[src/rtl/serial_adder.sv]
// Bit-serial WIDTH-bit adder: one full_adder is reused LSB-first across WIDTH
// clock edges, with a small IDLE/RUN/DONE controller around the shift datapath.

module full_adder (
  input  logic input_A,
  input  logic input_B,
  input  logic input_C,
  output logic output_S,
  output logic output_C
);
  assign output_S = input_A ^ input_B ^ input_C;
  assign output_C = (input_A & input_B) | (input_C & (input_A ^ input_B));
endmodule

module serial_adder #(
  parameter int WIDTH = 8
) (
  input  logic             clk,
  input  logic             rst_n,
  input  logic             start,
  input  logic [WIDTH-1:0] input_A,
  input  logic [WIDTH-1:0] input_B,
  input  logic             input_C,
  output logic             busy,
  output logic             done,
  output logic [WIDTH-1:0] output_S,
  output logic             output_C
);
  localparam int CW = (WIDTH > 1) ? $clog2(WIDTH) : 1;

  typedef enum logic [1:0] {IDLE, RUN, DONE} state_t;

  state_t          state, state_nxt;
  logic [WIDTH-1:0] a_sh, b_sh, s_sh, s_next;
  logic            carry;
  logic [CW-1:0]   cnt;
  logic            fa_s, fa_c;
  logic            load, shift, last;

  full_adder u_fa (
    .input_A (a_sh[0]),
    .input_B (b_sh[0]),
    .input_C (carry),
    .output_S(fa_s),
    .output_C(fa_c)
  );

  // The sum bit enters at the MSB so that after WIDTH shifts s_sh is LSB-aligned.
  generate
    if (WIDTH == 1) begin : g_w1
      assign s_next = fa_s;
    end else begin : g_wn
      assign s_next = {fa_s, s_sh[WIDTH-1:1]};
    end
  endgenerate

  assign last = (cnt == CW'(WIDTH - 1));

  always_ff @(posedge clk) begin
    if (!rst_n) state <= IDLE;
    else        state <= state_nxt;
  end

  // NOTE: every output of this block gets a default first, so no path can
  // leave a signal unassigned and infer a latch.
  always_comb begin
    state_nxt = state;
    load      = 1'b0;
    shift     = 1'b0;
    unique case (state)
      IDLE: if (start) begin
        load      = 1'b1;
        state_nxt = RUN;
      end
      RUN: begin
        shift = 1'b1;
        if (last) state_nxt = DONE;
      end
      DONE: begin
        load      = start;
        state_nxt = start ? RUN : IDLE;
      end
      default: state_nxt = IDLE;
    endcase
  end

  // NOTE: state is updated with non-blocking assignments so every flop samples
  // the pre-edge values, independent of statement order.
  always_ff @(posedge clk) begin
    if (!rst_n) begin
      a_sh     <= '0;
      b_sh     <= '0;
      s_sh     <= '0;
      carry    <= 1'b0;
      cnt      <= '0;
      output_S <= '0;
      output_C <= 1'b0;
    end else if (load) begin
      a_sh  <= input_A;
      b_sh  <= input_B;
      carry <= input_C;
      cnt   <= '0;
    end else if (shift) begin
      a_sh  <= a_sh >> 1;
      b_sh  <= b_sh >> 1;
      s_sh  <= s_next;
      carry <= fa_c;
      cnt   <= cnt + CW'(1);
      if (last) begin
        output_S <= s_next;
        output_C <= fa_c;
      end
    end
  end

  assign busy = (state == RUN);
  assign done = (state == DONE);

endmodule

[config.mk]
export PLATFORM = sky130hd
export DESIGN_NAME = serial_adder
export DESIGN_NICKNAME = d
export VERILOG_FILES = /design/src/rtl/serial_adder.sv
export SDC_FILE = /design/constraint.sdc
export NUM_CORES = 1
export LEC_CHECK = 0
export ABC_AREA = 0
export CAP_MARGIN = 20
export CORE_MARGIN = 1.5
export CORE_UTILIZATION = 29
export CTS_BUF_LIST = sky130_fd_sc_hd__clkbuf_16
export DETAILED_ROUTE_END_ITERATION = 10
export SLEW_MARGIN = 20
export SYNTH_ARGS = -nofsm -noshare
export SYNTH_HDL_FRONTEND = slang
export SYNTH_HIERARCHICAL = 1
export SYNTH_SLANG_ARGS = --single-unit
[constraint.sdc]
create_clock -name clk -period 3.24 [get_ports clk]
set_input_delay 0.324 -clock clk [delete_from_list [all_inputs] [get_ports clk]]
set_output_delay 0.324 -clock clk [all_outputs]
set_load 0.02 [all_outputs]
# == Word-level counts from Yosys, hierarchy flattened ==
# Index checks and enable logic that the tools add are counted.
# totals
word_cells,40
reg_bits,39
# classes
n_eq_ne,5
muxes,13
add_sub_neg,1
bitwise_logic,7
n_reduce_logical,6
# ops
cell,n
$mux 8,4
$pmux 2 s3,1
$mux 1,5
$mux 2,2
$reduce_and 2->1,2
$add 3x1->3 const B,1
$eq 3x3->1 const B,1
$reduce_and 3->1,1
$and 1x1->1,2
$eq 2x1->1 const B,1
$eq 2x2->1 const B,1
$logic_not 2->1,1
$ne 2x1->1 const B,1
$ne 2x2->1 const B,1
$not 1->1,2
$pmux 1 s2,1
$reduce_bool 2->1,1
$reduce_or 2->1,1
$xor 1x1->1,2
$or 1x1->1,1

# == Depth between registers and ports, before layout ==
# logic_depth
word_depth,5
depth_mapped,6

# == By module ==
# The synthesis kept the hierarchy.
# modules_own_cells
mod,cells_each,area_per_inst_um2,seq_area_each_um2,n_inst
serial_adder,182,1535.2,760.7,1
full_adder,1,20.0,0.0,1

# == Least setup slack after synthesis ==
# OpenSTA, ideal clock, no wires.
# synth_timing
kind,register to register
start,reg cnt[0]
end,reg output_C
setup_slack_ps,2050
setup_ps,76
stages_incl_launch_ff,6
arrival_time_ps,1114
cell_sequence,dfxtp_1 -> ha_1 -> ha_1 -> clkbuf_1 -> nand3_1 -> a21boi_0
# synth_between
elab_chain_len,2
# synth_lines
element,line_no,text
"start, declared",36,logic [CW-1:0] cnt;
"start signal, assigned",108,cnt <= cnt + CW'(1);
$eq 3x3->1,57,assign last = (cnt == CW'(WIDTH - 1));
$reduce_and 3->1 (no source line),--,
"end signal, assigned",97,output_C <= 1'b0;
"end signal, assigned",111,output_C <= fa_c;
"end, declared",27,output logic output_C
# Every way passes these cells.
# A chain may end at the register's enable or synchronous reset.

# == Worst setup path after layout ==
# layout_timing
start,reg state[0]
end,out busy
# layout_between
elab_chain_len,1
# layout_lines
element,line_no,text
"start, declared",33,"state_t state, state_nxt;"
"start signal, assigned",61,else state <= state_nxt;
$eq 2x1->1,116,assign busy = (state == RUN);
"end, declared",24,"output logic busy,"
# Every way passes these cells.

==> flow_summary.toml <==
[worst_setup_path]
critPathCaptureType = "primary output"
r2r-start = "state[0]$_SDFFE_PN0P_"
reg2reg_depth = 3
cp-start-kind = "register"
r2r-end = "state[0]$_SDFFE_PN0P_"
reg2reg_slack_ns = 1.58
critPathKind = "register to primary output"
worstPathArrival_ns = 1.87
cp.required_ns = 2.92
cp_max_fo = 36

[yosys]
ys.flop_type = "dfxtp_1"
syn_inst = 183
synth_seq_area_share = 0.489
synth_nets = 206
ys_warn_count = 6
yosysTopAreaCellShare = 0.489
synth_seq_cells = 38
syn_area_sq_um = 1560
yosysUniqueCellTypes = 24
yosys-top-cells-area = "dfxtp_1, nand2_1, a21boi_1, a31oi_1, nand3_1"
synth_top_cell_by_area = "dfxtp_1"
syn_avg_cell_area_sq_um = 8.50
synth_enable_flop_cells = 0
async_flop_share = 0

[power]
vdd_drop_max_v = 0.000252
p_leak_nw = 0.687
total_power_mw = 1.05
pwr_density_cell_nw_per_um2 = 524

[min_path]
holdPathStages = 2
whs_endpoint = "output_S[6]$_SDFFE_PN0P_"
min_from = "output_S[6]$_SDFFE_PN0P_"
worst_hold_path_type = "register to register"

[global_route]
met2_usage = 0.193
grt_usage = 0.119
use_met3 = 0.0479
overflow = 0
grt_pass1_wl_microns = 5670
grt_max_degree = 37
antenna_found_initial = 0
grt-busiest-layer = "met2"
use_met1 = 0.153
first_global_vias = 1224

[cts]
cts_tree = "yes"
cts.sinks = 38
clk_latency_ns = 0.27
clkTransAtPathRegs_ns = 0.05
postCtsHoldBufs = 0
htreeDepth = 2
cts_buffers = 5
cts_setup_buffers = 0
cts-root-buf = "clkbuf_16"
cts_buffer_depth = 2
cts_resized = 0

[routing]
via_per_inst = 4.67
drt_iter0_drc = 92
drc = 0
vias = 1293
drt_pass1_iterations = 4
drt-total-wl_microns = 3200
ant_nets = 0
wire_per_inst_microns = 11.5

[floorplanning]
dieArea_sq_um = 5810
rows = 26
die_width_microns = 76.2
core_area_sq_um = 5140
ioPinCount = 31
start_util = 0.303
die_h_microns = 76.2

[outcome]
status = "completed"

[sta]
setup_tns_ns = 0
finalCritPeriodShare = 0.677
setup_viol = 0
slew_headroom = 0.299
fin_ws_ns = 1.05
min_period_ns = 2.19
timing.hold.ws_ns = 0.451
finClkSkew_ns = 0.00349
drv_slew = 0
fmax_mhz = 456
hold_viol = 0
rsz0062_at_grt = "no"
worst_pin_slew_ns = 1.05

[final_layout]
synthToLayoutAreaGrowth_pct = 28.3
multiInputGateArea_sq_um = 702
diodes = 0
fillers = 569
drive_gt1_frac = 0.0338
nets = 231
regArea_sq_um = 761

[run]
drv_cap = 0

[placement]
hpwlAfterDp_microns = 2010
portBuffers = 30
pre_cts_ws_ns = 1.19
gp_congestion = 0.706
## cells in the mapped netlist, types with 3 or more instances
library cell   n
a21boi_1      15
buf_2          4
dfxtp_1       38
a31oi_1       11
nand2_1       54
clkbuf_1       5
a21boi_0       4
nor2_1         3
o21ai_0       12
buf_6          4
nand3_1       12
a21oi_1        3
## power by group
group | total, mW | switching, mW | internal (mW)
registers | 0.503 | 0.0128 | 0.490
clock network | 0.438 | 0.165 | 0.273
logic | 0.106 | 0.0573 | 0.0483
## state kept, by name (all words and copies together), names as in the netlist
signal,cells
state,2
cnt,3
a_sh,8
s_sh,7
output_S,8
carry,1
b_sh,8
output_C,1
## stage by stage
step	util	area [sq um]	instances
2_1_floorplan	-	1560	183
3_3_place_gp	0.363	1870	271
3_5_place_dp	0.363	1870	271
4_1_cts	0.388	2000	277
5_1_grt	0.388	2000	277
6_report	0.388	2000	277
## cells in the final DEF, fill, tap and decap left out, types with 2 or more instances in the layout
| cell | count |
|---|---|
| a21boi_0 | 4 |
| a31oi_1 | 11 |
| a22oi_1 | 2 |
| ha_1 | 2 |
| nor3_1 | 2 |
| nor2_1 | 3 |
| nand2_1 | 54 |
| clkdlybuf4s50_1 | 30 |
| a21boi_1 | 15 |
| nor2b_1 | 2 |
| clkbuf_16 | 5 |
| o221ai_1 | 2 |
| dfxtp_1 | 38 |
| a21oi_1 | 3 |
| nand2b_1 | 2 |
| nand3_1 | 12 |
| o21ai_0 | 12 |
## routing by layer
layer	part of all wire	vias to the layer above
met2	0.46	27
met3	0.048	3
met5	0	-
li1	-	672
met4	0.0063	0
met1	0.48	591
## how the worst max path moves through the flow
stage                                     start                     to  slack (ns)  cells past startpoint
after floorplan             cnt[0]$_SDFFE_PP0P_  output_C$_SDFFE_PN0P_        2.05                      5
after global placement                    rst_n   b_sh[2]$_SDFFE_PN0P_        1.24                      3
after detailed placement                  rst_n   a_sh[1]$_SDFFE_PN0P_        1.19                      3
after CTS                 state[0]$_SDFFE_PN0P_                   busy        1.03                      4
after global routing      state[0]$_SDFFE_PN0P_                   busy        0.95                      4
final                     state[0]$_SDFFE_PN0P_                   busy        1.05                      4
## area by class of cell
| cell class | instances | share of cell area |
|---|---|---|
| clock buffers | 5 | 0.0627 |
| clock inverters | 1 | 0.00188 |
| inverters | 1 | 0.00439 |
| multi-input cells | 131 | 0.352 |
| flip-flops and latches | 38 | 0.381 |
| well taps | 70 | 0.0439 |
| repair buffers | 31 | 0.154 |
## worst max-delay path, cell delays in order (launching register included)
cell             delay, ns
dfxtp_1               0.37
nand2b_1              0.07
buf_4                 0.23
inv_6                 0.25
clkdlybuf4s50_1       0.66
## cells by family after synthesis
kind of cell | count (synthesis) | synth area share
AND/OR/NAND/NOR | 78 | 0.212
buffers and inverters | 14 | 0.0595
adder cells (fa/ha/maj) | 3 | 0.0290
AO/OA/AOI/OAI | 49 | 0.205
flip-flops | 38 | 0.489
XOR/XNOR | 1 | 0.00563
Power figures use the tool's default switching activity.
